### src/rtl/landscape_pkg.sv
// Shared constants and sizing helpers for the landscape-sampling datapath.
// The window controller and the phase sequencer both size themselves from these helpers.
package landscape_pkg;

  typedef enum logic [2:0] {
    PH_IDLE  = 3'd0,
    PH_CLR   = 3'd1,
    PH_HIST  = 3'd2,
    PH_PAIR  = 3'd3,
    PH_SCALE = 3'd4,
    PH_OUT   = 3'd5,
    PH_DONE  = 3'd6
  } phase_e;

  function automatic int n_scale(input int bit_addr, input int sb_r_min);
    return 2 * bit_addr - sb_r_min + 1;
  endfunction

  function automatic int addr_w(input int bit_isi, input int bit_addr);
    int w;
    w = 2 * bit_addr;
    if (bit_isi + 1 > w) w = bit_isi + 1;
    if (bit_addr + 1 > w) w = bit_addr + 1;
    return w;
  endfunction

  function automatic int scale_idx_w(input int bit_addr, input int sb_r_min);
    return $clog2(n_scale(bit_addr, sb_r_min) + 1);
  endfunction

  function automatic int hist_len(input int bit_isi);
    return 1 << bit_isi;
  endfunction

  function automatic int pair_len(input int bit_addr);
    return 1 << (2 * bit_addr);
  endfunction

  function automatic int out_len(input int bit_isi, input int bit_addr);
    return (1 << bit_isi) + (1 << bit_addr);
  endfunction

  // Start-to-done cycle count when scale_ack and out_ready never stall.
  function automatic int window_len(input int bit_isi, input int bit_addr,
                                    input int sb_r_min, input int rd_lat);
    return 1 + hist_len(bit_isi) + rd_lat + pair_len(bit_addr) + rd_lat +
           n_scale(bit_addr, sb_r_min) + out_len(bit_isi, bit_addr) + 1;
  endfunction

endpackage

### src/rtl/lsp_delay_line.sv
// Fixed-depth shift register carrying the write-back strobe and address.
// A flush clears every stage so nothing in flight emerges afterwards.
module lsp_delay_line #(
  parameter int unsigned DEPTH = 3,
  parameter int unsigned WIDTH = 1
) (
  input  logic             clk,
  input  logic             rst_n,
  input  logic             flush,
  input  logic [WIDTH-1:0] din,
  output logic [WIDTH-1:0] dout
);

  typedef logic [DEPTH-1:0][WIDTH-1:0] stage_t;

  stage_t stage_q;
  stage_t stage_d;

  // The cast drops the oldest stage off the top of the concatenation.
  always_comb begin
    stage_d = '0;
    if (!flush) stage_d = stage_t'({stage_q, din});
  end

  always_ff @(posedge clk or negedge rst_n) begin
    if (!rst_n) stage_q <= '0;
    else        stage_q <= stage_d;
  end

  assign dout = stage_q[DEPTH-1];

endmodule

### src/rtl/landscape_phase_seq.sv
// Post-recording processing sequencer: clear, histogram sweep, pair sweep,
// scale steps and read-out, with RAM strobes and handshakes. All outputs registered.
module landscape_phase_seq
  import landscape_pkg::*;
#(
  parameter int bit_isi  = 8,
  parameter int bit_addr = 9,
  parameter int sb_r_min = 3,
  parameter int RD_LAT   = 3
) (
  input  logic                                         clk_main,
  input  logic                                         rst_n,
  input  logic                                         start,
  input  logic                                         abort,
  input  logic                                         scale_ack,
  input  logic                                         out_ready,
  output logic                                         busy,
  output logic [2:0]                                   phase,
  output logic [addr_w(bit_isi, bit_addr)-1:0]         addr,
  output logic                                         rd_en,
  output logic                                         wr_en,
  output logic [addr_w(bit_isi, bit_addr)-1:0]         wr_addr,
  output logic                                         clr_acc,
  output logic                                         scale_req,
  output logic [scale_idx_w(bit_addr, sb_r_min)-1:0]   scale_idx,
  output logic                                         out_valid,
  output logic                                         done
);

  localparam int AW = addr_w(bit_isi, bit_addr);
  localparam int SW = scale_idx_w(bit_addr, sb_r_min);
  localparam int NS = n_scale(bit_addr, sb_r_min);
  localparam int DW = $clog2(RD_LAT + 1);

  localparam logic [AW-1:0] HIST_LAST  = AW'(hist_len(bit_isi) - 1);
  localparam logic [AW-1:0] PAIR_LAST  = AW'(pair_len(bit_addr) - 1);
  localparam logic [AW-1:0] OUT_LAST   = AW'(out_len(bit_isi, bit_addr) - 1);
  localparam logic [SW-1:0] SCALE_LAST = SW'(NS - 1);
  localparam logic [DW-1:0] DRAIN_LAST = DW'(RD_LAT - 1);

  typedef enum logic [2:0] {
    ST_IDLE, ST_CLR, ST_HIST, ST_DRAIN, ST_PAIR, ST_SCALE, ST_OUT, ST_DONE
  } state_e;

  state_e          state_q, state_d;
  logic [AW-1:0]   cnt_q, cnt_d;
  logic [SW-1:0]   k_q, k_d;
  logic [DW-1:0]   dcnt_q, dcnt_d;
  logic            after_pair_q, after_pair_d;

  phase_e          phase_q, phase_d;
  logic            busy_q, busy_d;
  logic [AW-1:0]   addr_q, addr_d;
  logic            rd_en_q, rd_en_d;
  logic            clr_acc_q, clr_acc_d;
  logic            scale_req_q, scale_req_d;
  logic [SW-1:0]   scale_idx_q, scale_idx_d;
  logic            out_valid_q, out_valid_d;
  logic            done_q, done_d;

  always_comb begin
    state_d      = state_q;
    cnt_d        = cnt_q;
    k_d          = k_q;
    dcnt_d       = dcnt_q;
    after_pair_d = after_pair_q;
    if (abort) begin
      state_d      = ST_IDLE;
      cnt_d        = '0;
      k_d          = '0;
      dcnt_d       = '0;
      after_pair_d = 1'b0;
    end else begin
      unique case (state_q)
        ST_IDLE: if (start) state_d = ST_CLR;
        ST_CLR: begin
          state_d = ST_HIST;
          cnt_d   = '0;
        end
        ST_HIST: begin
          if (cnt_q == HIST_LAST) begin
            state_d      = ST_DRAIN;
            cnt_d        = '0;
            dcnt_d       = '0;
            after_pair_d = 1'b0;
          end else cnt_d = cnt_q + AW'(1);
        end
        // One drain state serves both sweeps; after_pair picks the successor.
        ST_DRAIN: begin
          if (dcnt_q == DRAIN_LAST) begin
            state_d = after_pair_q ? ST_SCALE : ST_PAIR;
            dcnt_d  = '0;
            k_d     = '0;
          end else dcnt_d = dcnt_q + DW'(1);
        end
        ST_PAIR: begin
          if (cnt_q == PAIR_LAST) begin
            state_d      = ST_DRAIN;
            cnt_d        = '0;
            dcnt_d       = '0;
            after_pair_d = 1'b1;
          end else cnt_d = cnt_q + AW'(1);
        end
        ST_SCALE: begin
          if (scale_req_q && scale_ack) begin
            if (k_q == SCALE_LAST) begin
              state_d = ST_OUT;
              k_d     = '0;
              cnt_d   = '0;
            end else k_d = k_q + SW'(1);
          end
        end
        ST_OUT: begin
          if (out_valid_q && out_ready) begin
            if (cnt_q == OUT_LAST) begin
              state_d = ST_DONE;
              cnt_d   = '0;
            end else cnt_d = cnt_q + AW'(1);
          end
        end
        ST_DONE: state_d = ST_IDLE;
        default: state_d = ST_IDLE;
      endcase
    end
  end

  // Outputs are decoded from the next state so they land in flops aligned with it.
  always_comb begin
    phase_d     = PH_IDLE;
    busy_d      = 1'b0;
    addr_d      = '0;
    rd_en_d     = 1'b0;
    clr_acc_d   = 1'b0;
    scale_req_d = 1'b0;
    scale_idx_d = '0;
    out_valid_d = 1'b0;
    done_d      = 1'b0;
    unique case (state_d)
      ST_CLR: begin
        phase_d   = PH_CLR;
        busy_d    = 1'b1;
        clr_acc_d = 1'b1;
      end
      ST_HIST: begin
        phase_d = PH_HIST;
        busy_d  = 1'b1;
        addr_d  = cnt_d;
        rd_en_d = 1'b1;
      end
      ST_DRAIN: begin
        phase_d = after_pair_d ? PH_PAIR : PH_HIST;
        busy_d  = 1'b1;
      end
      ST_PAIR: begin
        phase_d = PH_PAIR;
        busy_d  = 1'b1;
        addr_d  = cnt_d;
        rd_en_d = 1'b1;
      end
      ST_SCALE: begin
        phase_d     = PH_SCALE;
        busy_d      = 1'b1;
        scale_req_d = 1'b1;
        scale_idx_d = k_d;
      end
      ST_OUT: begin
        phase_d     = PH_OUT;
        busy_d      = 1'b1;
        addr_d      = cnt_d;
        out_valid_d = 1'b1;
      end
      ST_DONE: begin
        phase_d = PH_DONE;
        done_d  = 1'b1;
      end
      default: ;
    endcase
  end

  always_ff @(posedge clk_main or negedge rst_n) begin
    if (!rst_n) begin
      state_q      <= ST_IDLE;
      cnt_q        <= '0;
      k_q          <= '0;
      dcnt_q       <= '0;
      after_pair_q <= 1'b0;
      phase_q      <= PH_IDLE;
      busy_q       <= 1'b0;
      addr_q       <= '0;
      rd_en_q      <= 1'b0;
      clr_acc_q    <= 1'b0;
      scale_req_q  <= 1'b0;
      scale_idx_q  <= '0;
      out_valid_q  <= 1'b0;
      done_q       <= 1'b0;
    end else begin
      state_q      <= state_d;
      cnt_q        <= cnt_d;
      k_q          <= k_d;
      dcnt_q       <= dcnt_d;
      after_pair_q <= after_pair_d;
      phase_q      <= phase_d;
      busy_q       <= busy_d;
      addr_q       <= addr_d;
      rd_en_q      <= rd_en_d;
      clr_acc_q    <= clr_acc_d;
      scale_req_q  <= scale_req_d;
      scale_idx_q  <= scale_idx_d;
      out_valid_q  <= out_valid_d;
      done_q       <= done_d;
    end
  end

  logic [AW:0] wb_q;

  lsp_delay_line #(
    .DEPTH (RD_LAT),
    .WIDTH (AW + 1)
  ) u_wb_delay (
    .clk   (clk_main),
    .rst_n (rst_n),
    .flush (abort),
    .din   ({rd_en_q, addr_q}),
    .dout  (wb_q)
  );

  assign {wr_en, wr_addr} = wb_q;
  assign busy      = busy_q;
  assign phase     = phase_q;
  assign addr      = addr_q;
  assign rd_en     = rd_en_q;
  assign clr_acc   = clr_acc_q;
  assign scale_req = scale_req_q;
  assign scale_idx = scale_idx_q;
  assign out_valid = out_valid_q;
  assign done      = done_q;

endmodule
### config.mk
export PLATFORM = sky130hd
export DESIGN_NAME = landscape_phase_seq
export DESIGN_NICKNAME = d
export VERILOG_FILES = /design/src/rtl/landscape_pkg.sv /design/src/rtl/lsp_delay_line.sv /design/src/rtl/landscape_phase_seq.sv
export SDC_FILE = /design/constraint.sdc
export NUM_CORES = 1
export LEC_CHECK = 0
export CAP_MARGIN = 25
export CORE_ASPECT_RATIO = 1.25
export CORE_MARGIN = 3
export CORE_UTILIZATION = 30
export DETAILED_ROUTE_END_ITERATION = 12
export SKIP_LAST_GASP = 1
export SLEW_MARGIN = 5
export SYNTH_ARGS = -nofsm -noshare
export SYNTH_HDL_FRONTEND = slang
export SYNTH_SLANG_ARGS = --single-unit
### constraint.sdc
create_clock -name clk_main -period 4.8 [get_ports clk_main]
set_input_delay 0.96 -clock clk_main [delete_from_list [all_inputs] [get_ports clk_main]]
set_output_delay 0.96 -clock clk_main [all_outputs]
set_load 0.01 [all_outputs]
# Word level (Yosys, flattened, before mapping)
# Index checks and enable logic that the tools add are counted.
dict set report totals {
  ff_bits 118
  in_bits 6
  out_inout_bits 51
  elab_cells 93
}
dict set report op_classes {
  add_sub_neg 3
  eq_ne 21
  n_mux 44
  reduce_logical 8
}
# cell n
set op_table {}
lappend op_table {{18-bit two-way mux} 8}
lappend op_table {{18-bit case mux with 5 select lines} 1}
lappend op_table {{57-bit two-way mux} 1}
lappend op_table {{3-bit two-way mux} 9}
lappend op_table {{5-bit two-way mux} 5}
lappend op_table {{3-bit == test, second input constant} 8}
lappend op_table {{3-bit case mux with 8 select lines} 1}
lappend op_table {{3-bit case mux with 7 select lines} 1}
lappend op_table {{18-bit by 1-bit adder with 18-bit output, second input constant} 1}
lappend op_table {{18-bit by 10-bit == test with 1-bit output, second input constant} 1}
lappend op_table {{18-bit == test, second input constant} 1}
lappend op_table {{18-bit by 8-bit == test with 1-bit output, second input constant} 1}
lappend op_table {{3-bit by 2-bit == test with 1-bit output, second input constant} 4}
lappend op_table {{1-bit two-way mux} 11}
lappend op_table {{5-bit case mux with 2 select lines} 1}
lappend op_table {{2-bit two-way mux} 4}
lappend op_table {{3-bit by 1-bit == test with 1-bit output, second input constant} 2}
lappend op_table {{3-bit inequality test, second input constant} 2}
lappend op_table {{2-bit case mux with 3 select lines} 1}
lappend op_table {{6-bit OR reduction} 1}
lappend op_table {{5-bit by 1-bit adder with 5-bit output, second input constant} 1}
lappend op_table {{5-bit by 4-bit == test with 1-bit output, second input constant} 1}
lappend op_table {{4-bit nonzero test} 1}
lappend op_table {{3-bit logical NOT} 1}
lappend op_table {{7 further kinds} 8}

# Logic depth before layout (Yosys ltp)
dict set report depth {
  depth_word 8
  depth_mapped 10
  depth_no_buf 9
}

# Cells and area by module
# Synthesis repeated with hierarchy kept, for this count alone.
dict set report hier_totals {
  hier_cells 466
  hier_area_um2 5152.4
}
# module n_inst cells_each area_each_um2 seq_area_each_um2
set modules_own_cells {}
lappend modules_own_cells {landscape_phase_seq 1 327 3171.8 1526.5}
lappend modules_own_cells {lsp_delay_line 1 139 1980.6 1426.4}

# Least setup slack after synthesis
# Ideal clock, no wire load.
dict set report synth_timing {
  path_type {input -> register}
  startpoint {input scale_ack}
  endpoint {register addr_q[6], in the netlist addr[6]}
  setup_ns 0.131
  arrival_ns 2.389
  required_ns 4.669
  slack_ns 2.279
  path_stages 7
  n_path_buf 1
  path_cell_list {and3_1 > buf_2 > a21oi_1 > a311oi_1 > o2111a_1 > a2111oi_2 > nor2b_1}
}
dict set report synth_via {
  word_cells_on_any_way 12
  classes_between {eq/ne: 3; mux: 7; reduce/logical: 2}
}
# element line
set synth_rtl {}
lappend synth_rtl {{start, declared} landscape_phase_seq.sv:15} ;# input logic scale_ack,
lappend synth_rtl {{1-bit logical AND} landscape_phase_seq.sv:105} ;# if (scale_req_q && scale_ack) begin
lappend synth_rtl {{18-bit two-way mux} landscape_phase_seq.sv:105}
lappend synth_rtl {{18-bit case mux with 5 select lines} landscape_phase_seq.sv:74} ;# unique case (state_q)
lappend synth_rtl {{18-bit two-way mux} landscape_phase_seq.sv:67} ;# if (abort) begin
lappend synth_rtl {{net cnt_d[6]} landscape_phase_seq.sv:46} ;# logic [AW-1:0] cnt_q, cnt_d;
lappend synth_rtl {{18-bit two-way mux} landscape_phase_seq.sv:138} ;# unique case (state_d)
lappend synth_rtl {{net addr_d[6]} landscape_phase_seq.sv:53} ;# logic [AW-1:0] addr_q, addr_d;
lappend synth_rtl {{end signal, assigned} landscape_phase_seq.sv:204} ;# addr_q <= addr_d;
lappend synth_rtl {{end, declared} landscape_phase_seq.sv:53}
# The timed path passes the listed nets, and every way through them passes these cells.
# A chain may end at the register's enable or synchronous reset.

# Worst setup path after layout
dict set report layout_timing {
  startpoint {register cnt_q[0]}
  endpoint {register phase_q[1], in the netlist phase[1]}
}
dict set report layout_via {
  elab_chain_cells 7
  word_cells_on_any_way 17
  classes_between {eq/ne: 10; mux: 7}
}
# element line
set layout_rtl {}
lappend layout_rtl {{start, declared} landscape_phase_seq.sv:46}
lappend layout_rtl {{start signal, assigned} landscape_phase_seq.sv:198} ;# cnt_q <= cnt_d;
lappend layout_rtl {{18-bit by 10-bit == test with 1-bit output} landscape_phase_seq.sv:115} ;# if (cnt_q == OUT_LAST) begin
lappend layout_rtl {{3-bit two-way mux} landscape_phase_seq.sv:115}
lappend layout_rtl {{3-bit two-way mux} landscape_phase_seq.sv:114} ;# if (out_valid_q && out_ready) begin
lappend layout_rtl {{3-bit case mux with 8 select lines *} landscape_phase_seq.sv:74}
lappend layout_rtl {{3-bit two-way mux *} landscape_phase_seq.sv:67}
lappend layout_rtl {{net state_d[2]} landscape_phase_seq.sv:45} ;# state_e state_q, state_d;
lappend layout_rtl {{3-bit == test, or another cell as far along} landscape_phase_seq.sv:138}
lappend layout_rtl {{3-bit case mux with 7 select lines *} landscape_phase_seq.sv:138}
lappend layout_rtl {{net phase_d[1]} landscape_phase_seq.sv:51} ;# phase_e phase_q, phase_d;
lappend layout_rtl {{end signal, assigned} landscape_phase_seq.sv:202} ;# phase_q <= phase_d;
lappend layout_rtl {{end, declared} landscape_phase_seq.sv:51}
# Mark *: on every way through the listed nets, which the timed path passes. The rest lies on a longest branch.

==> impl_results.md <==
* Crit. End Element: flip-flop
* Antenna Cells at 0
* Share of cells above drive strength 1 at 11.4%
* CTS tree: done
* Cells after Synth at 478
* # IOs at 57
* FF+latch count, synth at 118
* Via count at 3595
* Complex-gate fraction of the synthesized area at 11.5%
* Main combinational cell family by area after synthesis: simple AND/OR/NAND/NOR gates
* Post-DP HPWL at 7720 µm
* Layout area overhead at 24.0%
* Antenna violations before repair at 0
* F_max at 320 MHz
* Critical Path RT at 5.09 ns
* RSZ-0062 raised after global routing: false
* DR WL/cell at 14.9 µm
* Fin crit period at 3.12 ns
* Worst EP arrival at 3.42 ns
* Async set-reset flop share out of synthesis at 100%
* First-pass GRT wire length at 18400 µm
* Crit share post-route at 65.1%
* Gr ovfl total at 0
* Hold violation total from the final report at 0
* # DRC at 0
* Mean Syn Cell Area at 10.9 µm²
* Status: completed
* Relative slew slack at 47.3%
* Chip width at 124 µm
* Mux share of post-synthesis cell area at 0.216%
* Die Ht at 153 µm
* Max Root-Sink Buffers at 2
* Synthesized cell area at 5220 µm²
* GRT Overall Usage at 12.5%
* Setup crit start: cnt_q[0]
* CORE AREA at 16900 µm²
* Postcts setup bufs at 0
* Placer Congestion at 0.853
* Clk_lat worst skew at 0.41 ns
* H-tree Lvls at 4
* Total power per unit cell area at 381 nW/µm²
* Largest net degree at the start of global routing at 86
* Post-Synth Adder-Cell Area at 0.480%
* Max Fanout on Critical Path at 16
* Crit Path Class: flip-flop to flip-flop
* Vias in the first global route at 3567
* Synth Flop Type: dfrtp_1
* Initial Utilization at 30.8%
* Worst slew pin tran at 0.790 ns
* CTS root buffer: clkbuf_16
* Die area at 19000 µm²
* Worst Setup Slack, final at 1.68 ns
* Pint at 1.95 mW
* Simple-Gate Fraction of Synth Area at 24.9%
* # clock sinks at 118
* Crit start category: flip-flop
* Number of max-cap violations at 0
* Total wire length at 11100 µm
* DRT antenna net count at 0
* Leak at 2.80 nW
* Post-synth EDFFs at 0
* DRT Pass-1 Iters at 5
* Clock group share of total power at 54.9%
* Syn nets at 486
* Row count at 53
* Psw at 516 µW
* Hold Crit Class: input port to asynchronous set/reset pin
* Most frequent cells in the layout: dfrtp_1 (118), nor2b_1 (65), clkdlybuf4s50_1 (54)
* Gate power share at 4.2%
* Worst slack, placed at 1.34 ns
* Vias per cell at 4.81
* Most common cell after layout, fill and taps aside: dfrtp_1
* Seq/Total Area, Yosys at 56.6%
* PortBufs at 56
* PostCTS Resize Cnt at 0
* Setup_tns at 0 ns
* Critical R2R Launch: cnt_q[0]
* Synth cell types at 67
* Peak supply drop at 0.346 mV
* 1st-iter DRT viols at 310
* Final setup viols at 0
* Total power at 2.46 mW
* Sw Ratio at 21.0%
* Final Slew Violations at 0
* Nets at 522
* Synth Warn # at 0
* Reg clk slew, reported paths at 0.06 ns
* Sequential power share at 40.9%
* Cts hold-fix bufs at 0
* Skew final at 0.0115 ns
* CTS Buf Count at 17
* Xor/xnor share of the synthesized area at 0.672%
-- metal layers --
metal	GRT usage, %	wire [µm]
met1	16.2	4950
met2	19.1	5380
met3	3.89	584
met4	5.53	199
met5	0	0
-- metrics by stage --
| stage | instance area [µm²] | hold WS (ns) | std cells | util, % |
|---|---|---|---|---|
| 6_report | 6470 | 0.424 | 747 | 38.2 |
| 5_1_grt | 6470 | 0.413 | 747 | 38.2 |
| 4_1_cts | 6430 | 0.459 | 745 | 38.0 |
| 3_5_place_dp | 5790 | 0.450 | 713 | 34.3 |
| 3_3_place_gp | 5790 | 0.440 | 713 | 34.3 |
| 2_1_floorplan | 5220 | 0.439 | 478 | - |
-- Yosys cell counts (3+ instances only) --
library cell    n  area [µm²]
dfrtp_1       118        2950
nor2b_1        65         407
nor2_1         38         143
buf_4          22         165
nand2_1        22        82.6
a21oi_1        21         105
nand3_1        18        90.1
clkbuf_1       13        48.8
nor3_1         13        65.1
o21ai_0        13        65.1
and3_1          8        50.1
a31oi_1         6        37.5
and2_1          6        37.5
buf_2           6        30.0
inv_1           6        22.5
nand2b_1        5        31.3
nand4_1         5        31.3
nor4_1          5        31.3
nand3b_1        4        30.0
nor3b_1         4        30.0
o211ai_1        4        30.0
or4_1           4        30.0
and3b_1         3        26.3
nor4_2          3        37.5
o31ai_1         3        22.5
-- cell type report --
type | count | area [µm²]
clock buffer | 22 | 474
clock inverter | 10 | 168
fill | 1645 | 10400
inverter | 7 | 26.3
multi-input combinational | 310 | 1970
sequential | 118 | 2950
tap | 220 | 275
timing repair buffer | 60 | 601
-- critical path: stages (launching register included) --
cell and delay [ns]:
dfrtp_1 0.48, ha_1 0.39, and2_1 0.28, nand4_2 0.19, o21bai_2 0.66, nand2_1 0.23, nand2_1 0.19, inv_1 0.09
o21ai_1 0.13, mux2_2 0.36
-- power groups by stage --
stage	clock (mW)	combinational, mW	sequential [mW]
finish	1.35	0.103	1.01
global placement	0	0.101	1.02
global route	1.44	0.116	1.01
detailed placement	0	0.102	1.02
CTS	1.39	0.103	1.01
floorplan	0	0.0553	1.02
-- kinds of logic (layout without fill, tap and decap cells) --
kind of cell	Yosys count	after routing
compound gates	83	83
xor+xnor	4	4
fa+ha+maj	2	2
buf+inv	50	99
flops	118	118
mux	1	1
simple gates	220	220
-- state kept, by name, indices dropped and copies added (netlist names) --
| name | count |
|---|---|
| u_wb_delay.stage_q | 38 |
| u_wb_delay.dout | 19 |
| addr | 18 |
| cnt_q | 18 |
| k_q | 5 |
| scale_idx | 5 |
| phase | 3 |
| state_q | 3 |
| dcnt_q | 2 |
| after_pair_q | 1 |
| busy | 1 |
| clr_acc | 1 |
| done | 1 |
| out_valid | 1 |
| rd_en | 1 |
| scale_req | 1 |
-- path summary, 6_finish.rpt --
| check | end | slack (ns) | cells past startpoint |
|---|---|---|---|
| max reg2reg | phase[1] | 1.68 | 9 |
| max in group asynchronous | state_q[0] | 3.66 | 2 |
| max | phase[1] | 1.68 | 9 |
| min | u_wb_delay.dout[14] | 0.42 | 1 |
| min reg2reg | u_wb_delay.dout[5] | 0.46 | 1 |
| min in group clk_main | u_wb_delay.dout[5] | 0.46 | 1 |
No activity file was read; power rests on OpenSTA's default activity.
